--- config.mk ---
export PLATFORM = sky130hd
export DESIGN_NAME = sram_stream_reader
export DESIGN_NICKNAME = d
export VERILOG_FILES = /design/src/rtl/sram_stream_reader_pkg.sv /design/src/rtl/sram_stream_reader_sync_fifo.sv /design/src/rtl/sram_stream_reader.sv
export SDC_FILE = /design/constraint.sdc
export NUM_CORES = 1
export LEC_CHECK = 0
export CORE_ASPECT_RATIO = 1.25
export CORE_UTILIZATION = 50
export DETAILED_ROUTE_END_ITERATION = 7
export GPL_ROUTABILITY_DRIVEN = 0
export PLACE_DENSITY = 0.86
export SYNTH_ARGS = -nofsm -noshare
export SYNTH_HDL_FRONTEND = slang
export SYNTH_SLANG_ARGS = --single-unit
--- constraint.sdc ---
create_clock -name clk -period 3.02 [get_ports clk]
set_input_delay 0.604 -clock clk [delete_from_list [all_inputs] [get_ports clk]]
set_output_delay 0.604 -clock clk [all_outputs]
set_load 0.005 [all_outputs]
--- src/rtl/sram_stream_reader_pkg.sv ---
// Shared constants for the track-SRAM stream reader: SRAM geometry, bus
// polarities and the reader FSM encoding.
package sram_stream_reader_pkg;

    localparam int   SRAM_SIZE     = 8192;
    localparam int   SRAM_ADDR_W   = $clog2(SRAM_SIZE);
    localparam int   SRAM_DATA_W   = 8;
    localparam logic RAM_RW_READ   = 1'b1;
    localparam logic RAM_EN_ACTIVE = 1'b0;

    typedef enum logic [1:0] {
        ST_IDLE  = 2'd0,
        ST_RUN   = 2'd1,
        ST_DRAIN = 2'd2
    } state_e;

endpackage

--- src/rtl/sram_stream_reader_sync_fifo.sv ---
// Small synchronous FIFO with flush; carries {last,data} entries from the
// SRAM read pipeline to the output stream.
module sram_stream_reader_sync_fifo #(
    parameter int WIDTH = 9,
    parameter int DEPTH = 4
) (
    input  logic                    clk_i,
    input  logic                    rst_i,
    input  logic                    flush_i,
    input  logic                    push_i,
    input  logic [WIDTH-1:0]        din_i,
    input  logic                    pop_i,
    output logic [WIDTH-1:0]        dout_o,
    output logic [$clog2(DEPTH):0]  count_o
);

    localparam int PTR_W = $clog2(DEPTH);
    localparam logic [PTR_W:0] FULL = (PTR_W + 1)'(DEPTH);

    logic [WIDTH-1:0] mem_q [DEPTH];
    logic [PTR_W-1:0] wr_ptr_q, rd_ptr_q;
    logic [PTR_W:0]   count_q;
    logic             do_push, do_pop;

    assign do_pop  = pop_i && (count_q != '0);
    assign do_push = push_i && (count_q != FULL);

    always_ff @(posedge clk_i) begin
        if (do_push) begin
            mem_q[wr_ptr_q] <= din_i;
        end
    end

    // flush takes priority over a same-cycle push so discarded reads never land
    always_ff @(posedge clk_i or posedge rst_i) begin
        if (rst_i) begin
            wr_ptr_q <= '0;
            rd_ptr_q <= '0;
            count_q  <= '0;
        end else if (flush_i) begin
            wr_ptr_q <= '0;
            rd_ptr_q <= '0;
            count_q  <= '0;
        end else begin
            if (do_push) begin
                wr_ptr_q <= wr_ptr_q + PTR_W'(1);
            end
            if (do_pop) begin
                rd_ptr_q <= rd_ptr_q + PTR_W'(1);
            end
            case ({do_push, do_pop})
                2'b10:   count_q <= count_q + (PTR_W + 1)'(1);
                2'b01:   count_q <= count_q - (PTR_W + 1)'(1);
                default: count_q <= count_q;
            endcase
        end
    end

    assign dout_o  = mem_q[rd_ptr_q];
    assign count_o = count_q;

endmodule

--- src/rtl/sram_stream_reader.sv ---
// Sequential reader for the track SRAM: reads length bytes from start_addr
// (wrapping at the top of the array) and streams them out with valid/ready.
module sram_stream_reader
    import sram_stream_reader_pkg::*;
#(
    parameter int ADDR_W     = SRAM_ADDR_W,
    parameter int DATA_W     = SRAM_DATA_W,
    parameter int FIFO_DEPTH = 4
) (
    input  logic              clk,
    input  logic              rst,
    input  logic              start,
    input  logic [ADDR_W-1:0] start_addr,
    input  logic [ADDR_W:0]   length,
    input  logic              abort,
    output logic              busy,
    output logic              done,
    output logic [DATA_W-1:0] out_data,
    output logic              out_valid,
    input  logic              out_ready,
    output logic              out_last,
    output logic [ADDR_W-1:0] ram_addr,
    output logic [DATA_W-1:0] ram_din,
    input  logic [DATA_W-1:0] ram_dout,
    output logic              ram_rw,
    output logic              ram_en
);

    localparam int LEN_W = ADDR_W + 1;
    localparam int CNT_W = $clog2(FIFO_DEPTH) + 1;

    state_e            state_q, state_d;
    logic [ADDR_W-1:0] addr_q, addr_d;
    logic [LEN_W-1:0]  rem_q, rem_d;
    logic              rd_vld_p1_q, rd_last_p1_q;
    logic              done_q, done_d;
    logic              issue, last_issue, room, hs, head_last, flush;
    logic              start_go, start_zero;
    logic [CNT_W-1:0]  fifo_count;
    logic [DATA_W:0]   fifo_head;

    // FIFO slots are reserved for the read already in flight
    assign room       = (fifo_count + CNT_W'(rd_vld_p1_q)) < CNT_W'(FIFO_DEPTH);
    assign start_go   = (state_q == ST_IDLE) && start && (length != '0);
    assign start_zero = (state_q == ST_IDLE) && start && (length == '0);
    assign last_issue = issue && (rem_q == LEN_W'(1));
    assign head_last  = fifo_head[DATA_W];
    assign hs         = out_valid && out_ready;
    assign flush      = abort && (state_q != ST_IDLE);

    always_ff @(posedge clk or posedge rst) begin
        if (rst) begin
            state_q <= ST_IDLE;
        end else begin
            state_q <= state_d;
        end
    end

    always_comb begin
        state_d = state_q;
        unique case (state_q)
            ST_IDLE: begin
                if (start_go) state_d = ST_RUN;
            end
            ST_RUN: begin
                if (abort)           state_d = ST_IDLE;
                else if (last_issue) state_d = ST_DRAIN;
            end
            ST_DRAIN: begin
                if (abort || (hs && head_last)) state_d = ST_IDLE;
            end
            default: state_d = ST_IDLE;
        endcase
    end

    always_comb begin
        busy  = 1'b0;
        issue = 1'b0;
        unique case (state_q)
            ST_RUN: begin
                busy  = 1'b1;
                issue = !abort && (rem_q != '0) && room;
            end
            ST_DRAIN: busy = 1'b1;
            default: ;
        endcase
    end

    always_comb begin
        addr_d = addr_q;
        rem_d  = rem_q;
        if (start_go) begin
            addr_d = start_addr;
            rem_d  = length;
        end else if (issue) begin
            addr_d = addr_q + ADDR_W'(1);
            rem_d  = rem_q - LEN_W'(1);
        end
        done_d = start_zero || flush || ((state_q == ST_DRAIN) && hs && head_last);
    end

    // read issued in cycle N: SRAM registers at N+1, FIFO captures at N+2
    always_ff @(posedge clk or posedge rst) begin
        if (rst) begin
            addr_q       <= '0;
            rem_q        <= '0;
            rd_vld_p1_q  <= 1'b0;
            rd_last_p1_q <= 1'b0;
            done_q       <= 1'b0;
        end else begin
            addr_q       <= addr_d;
            rem_q        <= rem_d;
            rd_vld_p1_q  <= issue;
            rd_last_p1_q <= last_issue;
            done_q       <= done_d;
        end
    end

    sram_stream_reader_sync_fifo #(
        .WIDTH (DATA_W + 1),
        .DEPTH (FIFO_DEPTH)
    ) u_fifo (
        .clk_i   (clk),
        .rst_i   (rst),
        .flush_i (flush),
        .push_i  (rd_vld_p1_q),
        .din_i   ({rd_last_p1_q, ram_dout}),
        .pop_i   (hs),
        .dout_o  (fifo_head),
        .count_o (fifo_count)
    );

    assign out_valid = (fifo_count != '0);
    assign out_data  = out_valid ? fifo_head[DATA_W-1:0] : '0;
    assign out_last  = out_valid && head_last;
    assign done      = done_q;
    assign ram_addr  = addr_q;
    assign ram_din   = '0;
    assign ram_rw    = RAM_RW_READ;
    assign ram_en    = issue ? RAM_EN_ACTIVE : ~RAM_EN_ACTIVE;

endmodule

# Word level (Yosys, flattened, before mapping)
# Memories as Yosys holds them, arrays and structs flattened.
# Index checks and enable logic that the tools add are counted.
# W data, S select, Z words.
# classes
add_sub_neg	7
magnitude_cmp	1
eq_ne	9
mux	21
reduce_logical	30
# ops
op	n
$mux W14	2
$reduce_bool A14 Y1	2
$mux W13	2
$mux W2	8
$eq A14 B1 Y1 const B	1
$logic_and A1 B1 Y1	14
$logic_not A14 Y1	1
$sub A14 B1 Y14 const B	1
$add A13 B1 Y13 const B	1
$mux W8	1
$reduce_bool A2 Y1	4
$ne A3 B3 Y1 const B	2
$pmux W2 S3	1
$pmux W3 S2	1
$reduce_bool A3 Y1	2
$mux W1	5
$add A2 B1 Y2 const B	2
$eq A2 B1 Y1 const B	2
$eq A2 B2 Y1 const B	2
$ne A2 B2 Y1 const B	2
$add A3 B1 Y3	1
$add A3 B1 Y3 const B	1
$logic_or A1 B1 Y1	3
$lt A3 B3 Y1 const B	1
6 further kinds	6
# word_totals
ff_bits	39
ramBits	36
input_bits	40
output_inout_bits	35
wordCells	78
mem_count	1
# mem_list
name	words	word_bits	rd	rd_ports_with_merged_regs	write_ports	line	text
u_fifo.mem_q	4	9	1	0	1	sram_stream_reader_sync_fifo.sv:20	logic [WIDTH-1:0] mem_q [DEPTH];

# Longest topological paths before layout
# depth
word_depth	8
mapped_depth	9
depth_no_buf	8

# Hierarchy
# A second synthesis with hierarchy kept.
# unflattened
cells_unflattened	352
area_unflattened_um2	3998.8
# by_module_without_submodules
module	instances	cells_per_inst	area_each_um2	seq_area_each_um2
sram_stream_reader	1	244	2160.8	800.8
sram_stream_reader_sync_fifo	1	108	1838.0	1256.2

# Least setup slack after synthesis
# Ideal clock, no wire load.
# synth_path
kind	input port to flip-flop
start	in out_ready
end	reg u_fifo.count_q[2], in the netlist u_fifo.count_o[2]
setup_ps	129
arrival_time_ps	2042
required_ps	2891
setup_slack_ps	849
stages	8
n_path_buf	1
cell_sequence	o31a_1 clkbuf_1 nand2b_1 fa_1 or2_2 mux2i_1 xnor2_1 nor2_1
# synth_via
elab_chain_len	5
word_cells_on_any_way	7
classes_between	eq/ne (2); mux (2); reduce/logical (3)
# synth_rtl
item	line	text
from (decl)	sram_stream_reader.sv:20	input logic out_ready,
$logic_and A1 B1 Y1 (*)	sram_stream_reader.sv:48	assign hs = out_valid && out_ready;
$logic_and A1 B1 Y1 (*)	sram_stream_reader_sync_fifo.sv:25	assign do_pop = pop_i && (count_q != '0);
$eq A2 B1 Y1 or $eq A2 B2 Y1 (tied branches)	sram_stream_reader_sync_fifo.sv:51	case ({do_push, do_pop})
$pmux W3 S2	sram_stream_reader_sync_fifo.sv:51	
$mux W3	sram_stream_reader_sync_fifo.sv:40	end else if (flush_i) begin
to (signal assigned)	sram_stream_reader_sync_fifo.sv:52	2'b10: count_q <= count_q + (PTR_W + 1)'(1);
to (signal assigned)	sram_stream_reader_sync_fifo.sv:53	2'b01: count_q <= count_q - (PTR_W + 1)'(1);
to (signal assigned)	sram_stream_reader_sync_fifo.sv:54	default: count_q <= count_q;
to (decl)	sram_stream_reader_sync_fifo.sv:22	logic [PTR_W:0] count_q;
# Every way passes the cells marked *; elsewhere a longest branch is shown, timed or not.
# A chain may end at the register's enable or synchronous reset.

# Final worst setup path
# layout_path
start	reg u_fifo.rd_ptr_q[0]
end	out out_data[0]
# layout_via
elab_chain_len	2
# layout_rtl
item	line	text
from (decl)	sram_stream_reader_sync_fifo.sv:21	logic [PTR_W-1:0] wr_ptr_q, rd_ptr_q;
from (signal assigned)	sram_stream_reader_sync_fifo.sv:49	rd_ptr_q <= rd_ptr_q + PTR_W'(1);
$mem_v2 Z4 W9	n/a	
$mux W8	sram_stream_reader.sv:134	assign out_data = out_valid ? fifo_head[DATA_W-1:0] : '0;
to (decl)	sram_stream_reader.sv:18	output logic [DATA_W-1:0] out_data,
# Every way passes these cells.

==> flow_metrics.tcl <==
set metrics [dict create \
    synth-warning-count 0 \
    die-area_um2 7920 \
    arrival_ns 2.17 \
    tightest_slew_ns 0.686 \
    final_hold_viol_count 0 \
    clk_latency_ns 0.35 \
    cts_resized 0 \
    synth_edf_count 36 \
    cts_tree "yes" \
    multi_input_area_um2 1590 \
    crit_end "out_data[0]" \
    required_ns 2.42 \
    cap_violations 0 \
    cts_hold_repair.buffers 0 \
    grt_usage_pct 21.1 \
    core_area_um2 7360 \
    die_w_um 79.8 \
    rsz0062_at_grt "false" \
    power_density_nw_per_um2 844 \
    htree_levels 3 \
    r2r_start "u_fifo.count_o[0]" \
    cp-end-kind "output pin" \
    relSlewSlack_pct 54.2 \
    routed_wirelength_mm 7.61 \
    hold_path.class "reg -> reg" \
    clock-root-buffer "clkbuf_8" \
    yosysUniqueCellTypes 49 \
    crit_start "u_fifo.rd_ptr_q[0]" \
    route.antenna.remaining_nets 0 \
    antenna_found_initial 0 \
    yosysSeqAreaShare_pct 54.4 \
    irDropWorstVdd_mv 0.506 \
    cts_buffer_depth 2 \
    postLayoutSetupSlackWorst_ns 0.243 \
    ys_async_sr_fraction_pct 52.0 \
    finalCriticalPeriod_ns 2.78 \
    grt_pass1_wl_mm 12.7 \
    num_vias 2746 \
    firstDrtPassIters 4 \
    max_freq_mhz 360 \
    grt_max_degree 40 \
    routedWlPerCell_um 15.3 \
    clock-sinks 75 \
    clock_skew_ns 0.00828 \
    syn_area_um2 3780 \
    synth_cells 327 \
    cellLeakagePower_nw 1.77 \
    antenna_cells 0 \
    initial_utilization_pct 51.4 \
    slew_violations 0 \
    nNetsFinal 452 \
    drcViolationCount 0 \
    r2r_cells 8 \
    synth-seq-cells 75 \
    rrSetupSlack_ns 0.76 \
    cp-start-kind "flop" \
    fp.dieH_um 99.2 \
    area.sequential_um2 2060 \
    grt_overflow_total 0 \
    setup_viol 0 \
    fin_crit_sh_pct 91.9 \
    grt_pass1_vias 2774 \
    nFillCells 565 \
    status "completed" \
    total_power_mw 4.00 \
    area_growth_pct 25.4 \
    drt-initial-drc-count 126 \
    cts_setup_buffers 0 \
    pin_count 75 \
    clk_pin_slew_worst_paths_ns 0.08 \
    utilization_pct 64.4 \
    numCtsBuffers 9 \
    post-place-ws_ns 0.293 \
    ys.flop_type "dfrtp_1" \
    hpwlAfterDp_mm 5.51 \
    io_buffers 65 \
    r2r_end "u_fifo.count_o[2]" \
    cp_max_fo 7 \
    crit_type "reg -> out" \
    postSynthAreaPerCell_um2 11.6 \
    setup_tns_ns 0 \
    via_per_inst 5.53 \
    layout-drive-gt1-share_pct 11.1 \
    num_rows 35 \
]
final cells by class:
class                   count  area share [%]
clock inverters             7            1.58
multi-input cells         225            33.5
well taps                  92            2.43
repair buffers             76            15.5
inverters                  13            1.03
clock buffers               9            2.61
flip-flops and latches     75            43.4
synth_stat cells (3+ instances only):
cell type,instances,area share (%)
nand2_1,23,2.3
a31oi_1,7,1.2
edfxtp_1,36,29
a21oi_1,8,1.1
clkbuf_1,9,0.89
and3_1,3,0.50
inv_1,12,1.2
nor4_1,6,0.99
ha_1,11,3.6
buf_4,9,1.8
xnor2_1,6,1.4
o21ai_0,22,2.9
nand2b_1,3,0.50
nand3_1,13,1.7
dfrtp_1,39,26
nor2_1,21,2.1
nor2b_1,13,2.2
nor3_1,3,0.40
mux2i_1,3,0.79
nand4_1,13,2.2
xor2_1,18,4.2
mux4_2,9,5.4
and2_1,5,0.83
or3_1,4,0.66
per-layer routing:
layer | up-vias | routed length, µm | global-route usage (%)
li1 | 1310 | - | -
met1 | 1352 | 3160 | 25.9
met2 | 71 | 4000 | 35.7
met3 | 13 | 319 | 4.95
met4 | 0 | 131 | 8.52
met5 | - | 0 | 0
power by group:
group	internal [mW]	switching, mW
logic	0.869	0.680
registers	1.35	0.328
clock network	0.385	0.394
worst max-delay path, stage by stage (launching register included):
cell             delay, ns
dfrtp_1               0.49
buf_4                 0.25
mux4_2                0.51
nor2b_1               0.14
clkdlybuf4s50_1       0.43
registers in the layout (all words and copies together) (netlist names):
name             count
done                 1
ram_addr            13
rd_last_p1_q         1
rd_vld_p1_q          1
rem_q               14
state_q              2
u_fifo.count_o       3
u_fifo.mem_q        36
u_fifo.rd_ptr_q      2
u_fifo.wr_ptr_q      2
cells by family after synthesis:
logic type	synth area share (%)
flip-flops	54.4
XOR/XNOR	5.56
multiplexers	6.45
AO/OA/AOI/OAI	8.21
other	0.199
buffers and inverters	4.30
adder cells (fa/ha/maj)	4.17
AND/OR/NAND/NOR	16.7
metrics by stage:
| stage | instances | cell area, µm² | hold slack, ns |
|---|---|---|---|
| CTS | 497 | 4740 | 0.501 |
| floorplan | 334 | 3810 | 0.455 |
| global route | 497 | 4740 | 0.527 |
| global placement | 481 | 4540 | 0.460 |
| finish | 497 | 4740 | 0.505 |
| detailed placement | 481 | 4540 | 0.483 |
cells in the final DEF, fill, tap and decap left out, types with 2 or more instances in the layout:
cell and n:
clkdlybuf4s50_1 65, dfrtp_1 39, edfxtp_1 36, nand2_1 23, o21ai_0 22, nor2_1 21
xor2_1 18, nand4_1 13, nor2b_1 13, nand3_1 13, inv_1 12, ha_1 11
buf_4 11, mux4_2 9, conb_1 9, clkbuf_8 9, a21oi_1 8, a31oi_1 7
nor4_1 6, xnor2_1 6, and2_1 5, or3_1 4, nand2b_1 3, nor3_1 3
mux2i_1 3, and3_1 3, clkinvlp_4 3, nor3b_1 2, and4_1 2, a211o_1 2
a211oi_1 2, inv_6 2
how the worst min path moves through the flow:
stage,from,endpoint,slack (ns),depth (start not counted)
after floorplan,rd_last_p1_q,u_fifo.mem_q[0][8],0.45,0
after global placement,rd_last_p1_q,u_fifo.mem_q[3][8],0.46,0
after detailed placement,rd_last_p1_q,u_fifo.mem_q[0][8],0.48,0
after CTS,rd_last_p1_q,u_fifo.mem_q[3][8],0.50,0
after global routing,rd_last_p1_q,u_fifo.mem_q[0][8],0.53,0
final,rd_last_p1_q,u_fifo.mem_q[0][8],0.50,0
(Power assumes the default switching activity.)
